$ cat src/rtl/cpu_pkg.sv
// Shared CPU definitions for the fetch stage and the decoder: widths, NOOP encoding,
// instruction field positions and the fetch state type.
package cpu_pkg;

  localparam int unsigned ADDR_W  = 24;
  localparam int unsigned INSTR_W = 24;

  localparam logic [INSTR_W-1:0] NOOP = 24'h000000;

  // Instruction field positions (Cond2 Op5 SF1 ...)
  localparam int unsigned COND_HI  = 23;
  localparam int unsigned COND_LO  = 22;
  localparam int unsigned OP_HI    = 21;
  localparam int unsigned OP_LO    = 17;
  localparam int unsigned SF_BIT   = 16;
  localparam int unsigned RD_HI    = 15;
  localparam int unsigned RD_LO    = 13;
  localparam int unsigned RS_HI    = 12;
  localparam int unsigned RS_LO    = 10;
  localparam int unsigned RT_HI    = 9;
  localparam int unsigned RT_LO    = 7;
  localparam int unsigned IMM10_HI = 9;
  localparam int unsigned IMM10_LO = 0;
  localparam int unsigned IMM17_HI = 16;
  localparam int unsigned IMM17_LO = 0;

  typedef enum logic [1:0] {
    S_BOOT = 2'd0,
    S_RUN  = 2'd1,
    S_HALT = 2'd2
  } fetch_state_t;

  function automatic logic [1:0] instr_cond(input logic [INSTR_W-1:0] instr);
    return instr[COND_HI:COND_LO];
  endfunction

  function automatic logic [4:0] instr_op(input logic [INSTR_W-1:0] instr);
    return instr[OP_HI:OP_LO];
  endfunction

  function automatic logic [2:0] instr_rd(input logic [INSTR_W-1:0] instr);
    return instr[RD_HI:RD_LO];
  endfunction

  function automatic logic [2:0] instr_rs(input logic [INSTR_W-1:0] instr);
    return instr[RS_HI:RS_LO];
  endfunction

  function automatic logic [2:0] instr_rt(input logic [INSTR_W-1:0] instr);
    return instr[RT_HI:RT_LO];
  endfunction

  function automatic logic [9:0] instr_imm10(input logic [INSTR_W-1:0] instr);
    return instr[IMM10_HI:IMM10_LO];
  endfunction

  function automatic logic [16:0] instr_imm17(input logic [INSTR_W-1:0] instr);
    return instr[IMM17_HI:IMM17_LO];
  endfunction

endpackage

$ cat src/rtl/fetch_unit_if_id_reg.sv
// IF/ID pipeline register: captures a fetched instruction with its PC and link value,
// or is flushed to a NOOP bubble; otherwise holds.
module if_id_reg #(
  parameter int unsigned ADDR_W  = cpu_pkg::ADDR_W,
  parameter int unsigned INSTR_W = cpu_pkg::INSTR_W
) (
  input  logic               clk,
  input  logic               rst,
  input  logic               load,
  input  logic               flush,
  input  logic [INSTR_W-1:0] instr,
  input  logic [ADDR_W-1:0]  pc,
  input  logic [ADDR_W-1:0]  pc_plus1,
  output logic [INSTR_W-1:0] id_instr,
  output logic [ADDR_W-1:0]  id_pc,
  output logic [ADDR_W-1:0]  id_pc_plus1,
  output logic               id_valid
);
  import cpu_pkg::*;

  // Flush keeps id_pc/id_pc_plus1 so the bubble still carries the last real PC.
  always_ff @(posedge clk) begin
    if (rst) begin
      id_instr    <= INSTR_W'(NOOP);
      id_pc       <= '0;
      id_pc_plus1 <= '0;
      id_valid    <= 1'b0;
    end else if (flush) begin
      id_instr <= INSTR_W'(NOOP);
      id_valid <= 1'b0;
    end else if (load) begin
      id_instr    <= instr;
      id_pc       <= pc;
      id_pc_plus1 <= pc_plus1;
      id_valid    <= 1'b1;
    end
  end

endmodule

$ cat src/rtl/fetch_unit.sv
// Instruction-fetch stage: owns the PC, addresses instruction memory, fills the IF/ID
// register and counts captured instructions, with stall, redirect and halt control.
module fetch_unit #(
  parameter int unsigned       ADDR_W   = cpu_pkg::ADDR_W,
  parameter int unsigned       INSTR_W  = cpu_pkg::INSTR_W,
  parameter logic [ADDR_W-1:0] RESET_PC = '0,
  parameter int unsigned       CNT_W    = 32
) (
  input  logic               clk,
  input  logic               rst,
  input  logic               stall,
  input  logic               redirect_valid,
  input  logic [ADDR_W-1:0]  redirect_target,
  input  logic               halt_req,
  output logic [ADDR_W-1:0]  imem_addr,
  input  logic [INSTR_W-1:0] imem_instr,
  output logic [INSTR_W-1:0] id_instr,
  output logic [ADDR_W-1:0]  id_pc,
  output logic [ADDR_W-1:0]  id_pc_plus1,
  output logic               id_valid,
  output logic               halted,
  output logic [CNT_W-1:0]   fetch_count
);
  import cpu_pkg::*;

  fetch_state_t      state;
  logic [ADDR_W-1:0] pc;
  logic [ADDR_W-1:0] pc_next_seq;
  logic              running;
  logic              load;
  logic              flush;

  assign pc_next_seq = pc + ADDR_W'(1);
  assign imem_addr   = pc;
  assign halted      = (state == S_HALT);
  assign running     = (state == S_RUN);

  // Priority in S_RUN: halt_req > redirect_valid > stall > normal fetch.
  always_comb begin
    flush = 1'b0;
    load  = 1'b0;
    if (running) begin
      flush = halt_req | redirect_valid;
      load  = ~halt_req & ~redirect_valid & ~stall;
    end
  end

  always_ff @(posedge clk) begin
    if (rst) begin
      state       <= S_BOOT;
      pc          <= RESET_PC;
      fetch_count <= '0;
    end else begin
      case (state)
        S_BOOT: state <= S_RUN;
        S_RUN: begin
          if (halt_req) begin
            state <= S_HALT;
          end else if (redirect_valid) begin
            pc <= redirect_target;
          end else if (!stall) begin
            pc          <= pc_next_seq;
            fetch_count <= fetch_count + CNT_W'(1);
          end
        end
        S_HALT: state <= S_HALT;
        default: state <= S_BOOT;
      endcase
    end
  end

  if_id_reg #(
    .ADDR_W (ADDR_W),
    .INSTR_W(INSTR_W)
  ) u_if_id_reg (
    .clk        (clk),
    .rst        (rst),
    .load       (load),
    .flush      (flush),
    .instr      (imem_instr),
    .pc         (pc),
    .pc_plus1   (pc_next_seq),
    .id_instr   (id_instr),
    .id_pc      (id_pc),
    .id_pc_plus1(id_pc_plus1),
    .id_valid   (id_valid)
  );

endmodule

$ cat config.mk
export PLATFORM = sky130hd
export DESIGN_NAME = fetch_unit
export DESIGN_NICKNAME = d
export VERILOG_FILES = /design/src/rtl/cpu_pkg.sv /design/src/rtl/fetch_unit_if_id_reg.sv /design/src/rtl/fetch_unit.sv
export SDC_FILE = /design/constraint.sdc
export NUM_CORES = 1
export LEC_CHECK = 0
export ABC_AREA = 1
export CORE_UTILIZATION = 54
export CTS_BUF_LIST = sky130_fd_sc_hd__clkbuf_4 sky130_fd_sc_hd__clkbuf_8
export DETAILED_ROUTE_END_ITERATION = 6
export DONT_BUFFER_PORTS = 1
export MAX_ROUTING_LAYER = met4
export PLACE_DENSITY_LB_ADDON = 0.12
export SLEW_MARGIN = 20
export SYNTH_ARGS = -nofsm -noshare
export SYNTH_HDL_FRONTEND = slang
export SYNTH_SLANG_ARGS = --single-unit
$ cat constraint.sdc
create_clock -name clk -period 1.93 [get_ports clk]
set_input_delay 0.193 -clock clk [delete_from_list [all_inputs] [get_ports clk]]
set_output_delay 0.193 -clock clk [all_outputs]
set_load 0.1 [all_outputs]
==> metrics.yaml <==
status: "complete, no violations"
final_util: 0.750
ir_worst_vdd_mv: 0.589
setup_viol: 0
dpl.hpwl_um: 12400
synth_top_cell_by_area: "dfxtp_1"
insertedDiodeCount: 0
drt_iter0_markers: 476
synth-seq-cells: 131
vias: 6560
drc_errors: 0
coreArea_sq_mm: 0.0109
vias_per_cell: 5.38
hold_end: "fetch_count[3]"
worstPathMaxFanout: 54
setup.worst_path.end_class: "flop"
hold_class: "primary input to flop"
required_ns: 2.30
crit_top_cell: "inv_1"
synth_top_cell_area_share: 0.429
routedWlPerCell_um: 15.1
clockBufferDepth: 2
ant_nets: 0
path_class: "flop to flop"
drive_gt1_frac: 0.223
cts.htree.levels: 4
cp_slowest_stage_delay_ns: 0.44
min_period_ns: 1.78
path_depth: 8
grt_usage: 0.317
synth_area_sq_mm: 0.00612
syn_inst: 891
tightestPinTransition_ns: 0.989
rr_endpoint: "u_if_id_reg.id_instr[15]"
path_cells: "inv_1 -> ha_1 -> inv_1 -> nor2_4 -> nand2_4 -> buf_4 -> nand2_1 -> a21oi_1"
cts_tree: "yes"
cts_buffers: 17
die_x_um: 108
worst_r2r_path_depth: 8
syn_nets: 949
grt_max_degree: 55
synthTopCellsByArea: "dfxtp_1 43%, nand2_1 13%, nor2_1 9.1%"
cp_top_family: "buffers and inverters"
io_pins: 183
instances_no_fill: 1219
path_clk_slew_ns: 0.07
antenna_found_initial: 0
rr_startpoint: "state[1]"
start_kind: "flop"
syn_to_final_growth_pct: 34.1
finalSetupTns_ns: 0
root_buffer: "clkbuf_8"
cp.arrival_ns: 2.15
dpl.cell_count: 1133
hold_depth: 5
synth.avg_cell_area_sq_um: 6.87
wl_um: 18500
yosysWarnings: 0
hold_viol_final: 0
grt_pass1_wl_um: 27900
gr-total-overflow: 0
fmax_mhz: 561
hp-start: "redirect_valid"
synth_seq_area_share: 0.429
die_area_sq_mm: 0.0118
p_per_area_mw_per_mm2: 986
rows: 38
ys_types: 34
first_pass_iters: 6
fin_crit_sh: 0.923
clock_sinks: 131
relSlewSlack: 0.339
grt_pass1_vias: 5942
leakagePower_nw: 3.53
path_buf_inv: 3
slew_violations: 0
maxCapViolCount: 0
slowest_stage: "buf_4"
fp.dieH_um: 108
port_buffers: 0
clock_latency_ns: 0.45
r2r_slack_ns: 0.15
clock_skew_ns: 0.00571
start_util: 0.560
routabilityCongestion: 0.865
nNetsFinal: 1126
-- state kept, by name (all words and copies together) (netlist names) --
name	flops
fetch_count	32
imem_addr	24
state	2
u_if_id_reg.id_instr	24
u_if_id_reg.id_pc	24
u_if_id_reg.id_pc_plus1	24
u_if_id_reg.id_valid	1
-- through the flow --
step                      total power, mW  setup slack, ns  hold WS, ns  cell area, sq um
final                                8.09            0.149       0.0592              8210
after global routing                 8.36         -0.00590       0.0758              8210
after CTS                            8.08           0.0926       0.0447              8190
after detailed placement             5.67            0.223        0.268              7240
after global placement               5.62            0.312        0.264              7240
after floorplan                      5.15          0.00503        0.336              6170
-- what timing repair did --
item | in CTS | in global routing
endpoints found under the setup margin | 0 | 3
resized for setup | 0 | 1
hold buffers | 54 | 0
buffers inserted | 0 | 2
endpoints found under the hold margin | 81 | 0
-- layer usage --
layer | part of all wire | GRT usage | wire length [um]
met5 | 0 | - | 0
met4 | 0.028 | 0.143 | 518
met3 | 0.071 | 0.0747 | 1320
met2 | 0.50 | 0.545 | 9290
met1 | 0.40 | 0.346 | 7330
-- area by class of cell --
class	count	area [sq um]
multi-input combinational	647	3040
fill	859	2730
sequential	131	2670
timing repair buffer	196	1640
clock buffer	25	319
inverter	75	284
tap	140	175
clock inverter	5	75.1
-- kinds of logic after synthesis --
group | Yosys count | synth area share
flip-flops | 131 | 0.429
adder cells (fa/ha/maj) | 5 | 0.0102
XOR/XNOR | 18 | 0.0258
buffers and inverters | 113 | 0.0750
AO/OA/AOI/OAI | 189 | 0.158
AND/OR/NAND/NOR | 435 | 0.302
-- worst min-delay path: stages --
cell,delay [ns]
nor2_4,0.03
nand2_4,0.07
nor2_4,0.05
nor2_1,0.08
nor3b_1,0.05
-- cells in the final DEF (no fill, tap or decap), types with 10 or more instances in the layout --
cell           count
nand2_1          216
nor2_1           149
buf_4            140
dfxtp_1           93
a21oi_1           92
o21ai_0           75
inv_1             68
dlygate4sd3_1     52
dfxtp_2           38
nand3_1           23
clkbuf_8          21
nand4_1           14
o21ai_1           13
xor2_1            10
-- worst max-delay path by stage --
stage	startpoint	endpoint	slack (ns)
global route	state[1]	fetch_count[27]	-0.006
detailed placement	state[1]	fetch_count[19]	0.22
CTS	stall	fetch_count[26]	0.09
floorplan	fetch_count[23]	fetch_count[26]	0.005
finish	state[1]	u_if_id_reg.id_instr[15]	0.15
global placement	state[1]	fetch_count[21]	0.31
-- cell usage after synthesis (all sizes together) --
master,number
nand2,219
nor2,167
dfxtp,131
a21oi,93
o21ai,88
inv,74
nand3,25
clkbuf,22
buf,16
nand4,14
xor2,10
xnor2,8
nand3b,6
ha,5
a31oi,4
a21o,2
nor3,2
clkinv,1
nor3b,1
nor4,1
o211a,1
o21a,1
-- where the power goes --
part / internal [mW] / switching, mW / leakage (nW) / total, mW
logic: 0.588 / 2.12 / 2.24 / 2.71
clock network: 1.32 / 1.01 / 0.209 / 2.33
registers: 2.92 / 0.133 / 1.08 / 3.05
No activity file was read; power rests on OpenSTA's default activity.
==> edit, RTL diff (config.mk and constraints unchanged) <==
Make the reset (`rst`) asynchronous in 2 clocked blocks.
--- a/src/rtl/fetch_unit_if_id_reg.sv
+++ b/src/rtl/fetch_unit_if_id_reg.sv
@@ -19,7 +19,7 @@
   import cpu_pkg::*;
 
   // Flush keeps id_pc/id_pc_plus1 so the bubble still carries the last real PC.
-  always_ff @(posedge clk) begin
+  always_ff @(posedge clk or posedge rst) begin
     if (rst) begin
       id_instr    <= INSTR_W'(NOOP);
       id_pc       <= '0;
--- a/src/rtl/fetch_unit.sv
+++ b/src/rtl/fetch_unit.sv
@@ -45,7 +45,7 @@
     end
   end
 
-  always_ff @(posedge clk) begin
+  always_ff @(posedge clk or posedge rst) begin
     if (rst) begin
       state       <= S_BOOT;
       pc          <= RESET_PC;
Formal check against the unedited RTL: differs if rst is asserted again (counterexample within 4 cycles, from zero or initial values and one cycle with rst high); with rst held inactive, the same outputs for 4 cycles.
==> edit against the original RTL <==
- the flow now finishes with violations (DRC)
- die area rose by 5.8%
- cell area rose by 3.8%
- area after synthesis rose by 5.9%
- sequential cell count did not move
- largest cell class is now sequential cells
- clock skew rose by 6.1 ps
- setup slack got worse by 13 ps
- first-iteration DRC count rose by 10%
- hold slack got worse by 42 ps
- highest routed layer unchanged
- routed wire length fell by 1.6%
Power is left out: the tool's default activity adds up to more than one toggle a clock period on the data nets, which glitch-free logic cannot reach.
==> edit: results (changes against the original RTL) <==
Worst Path Arrival - 2150 ps (about the same)
Largest net degree at the start of global routing - 67 (+22%)
Seq area share - 38.8% (+6.3 points)
Multi-Input Combinational - 608 (-6.0%)
Inverters - 64 (-15%)
Placer Congestion - 0.890 (+2.9%)
Slew HR - 64.4% (+31 points)
Failing checks - DRC
Hpwl dp - 12.4 mm (+0.18%)
Met2 Resource Use GR - 51.7% (-2.7 points)
CP max stage delay - 400 ps (-40 ps)
Reg-to-reg startpoint - state[1]
Count of non-CTS buffers in the layout - 184 (-6.1%)
Slowest CP cell - dfrtp_1
Biggest register - fetch_count
Initial DRC Count - 524 (+10%)
Htree depth - 4 (unchanged)
Max reg flops - 32 (unchanged)
Num sequential - 131 (unchanged)
Reg2reg end - u_if_id_reg.id_pc_plus1[15]
Buffering overhead - 18.1% (-2.0 points)
Commonest cells in the netlist - nand2_1 (304), dfrtp_1 (131), nor2_1 (91)
Busiest layer in global routing - met2
GR Layer Usage met1 - 37.0% (+2.3 points)
Hold-fix buffers, CTS - 43 (-20%)
Input/output buffers - 0 (unchanged)
Number of global-route vias before repair - 6162 (+3.7%)
Post-synth top flop - dfrtp_1
Clock root buffer - clkbuf_8
Final clock-cell share - 4.73% (-0.074 points)
GRT Overall Usage - 31.6% (-0.083 points)
Final Net Count - 1064 (-5.5%)
Synth unique cells - 33 (-2.9%)
Area of the multi-input gates - 0.00285 mm² (-6.3%)
WL final - 18.2 mm (-1.6%)
Vias/cell - 5.29 (-1.7%)
DR pass1 iterations - 7 (+1)
M3 GR Usage - 7.46% (-0.017 points)
Synth area leaders - dfrtp_1 (51%), nand2_1 (18%), nor2_1 (5.3%), nand3_1 (4.3%), o21ai_0 (3.8%)
Ys async rst share - 100% (+100 points)
Post-synthesis sequential area ratio - 50.6% (+7.7 points)
Fraction of layout cells with a size suffix above 1 - 22.8% (+0.43 points)
Initial antenna violation count - 0 (unchanged)
Fillers - 863 (+0.47%)
First-pass GRT wire length - 29.8 mm (+6.5%)
Path depth of the worst reg2reg path - 8 (unchanged)
CLK BUF - 27 (+8.0%)
# DRC - 14 (+14)
Critical path fanouts, max - 59 (+9.3%)
Clk_skew - 11.8 ps (+6.07 ps)
Hold crit path type - input port to register
Net Count, Synth - 889 (-6.3%)
CTS max path bufs - 2 (unchanged)
Status - finished, violations left
## edit: cell families (layout without fill, tap and decap cells)
logic type / Yosys count / count (layout) / share of synthesized area [%]
compound gates: 78 / 78 / 6.51
flops: 131 / 131 / 50.6
buf+inv: 92 / 280 / 5.62
simple gates: 500 / 500 / 32.9
fa+ha+maj: 5 / 5 / 0.966
xor+xnor: 25 / 25 / 3.38
## edit: stage by stage
step | instances | worst slack (ps) | setup TNS [ps] | area, µm² | hold slack, ps
floorplan | 831 | -24.7 | -618 | 6510 | 310
global placement | 1085 | 249 | 0 | 7670 | 221
detailed placement | 1085 | 190 | 0 | 7670 | 231
CTS | 1160 | 155 | 0 | 8500 | 0.145
global route | 1162 | -26.9 | -53.3 | 8520 | 20.4
finish | 1162 | 135 | 0 | 8520 | 17.7
## edit: layer usage
metal / vias up / wire [µm] / share of wire, %
li1: 2963 / - / -
met2: 250 / 8960 / 49
met5: - / 0 / 0
met3: 47 / 1280 / 7.1
met4: 0 / 529 / 2.9
met1: 2888 / 7380 / 41
## edit: worst max-delay path: cells and delay by family, from the launching register on
family | cells | cell delay, ps
AO/OA/AOI/OAI | 1 | 180
flip-flops | 1 | 400
AND/OR/NAND/NOR | 3 | 390
adder cells (fa/ha/maj) | 1 | 200
buffers and inverters | 3 | 500
## edit: how the worst min path moves through the flow
stage / start / end / slack, ps / depth (start not counted)
final: redirect_target[0] / imem_addr[0] / 20 / 4
after global routing: redirect_target[17] / imem_addr[17] / 20 / 4
after CTS: redirect_target[0] / imem_addr[0] / 0.1 / 4
after detailed placement: rst / u_if_id_reg.id_pc[7] / 230 / 2
after global placement: rst / u_if_id_reg.id_pc[7] / 220 / 2
after floorplan: imem_instr[0] / u_if_id_reg.id_instr[0] / 310 / 2
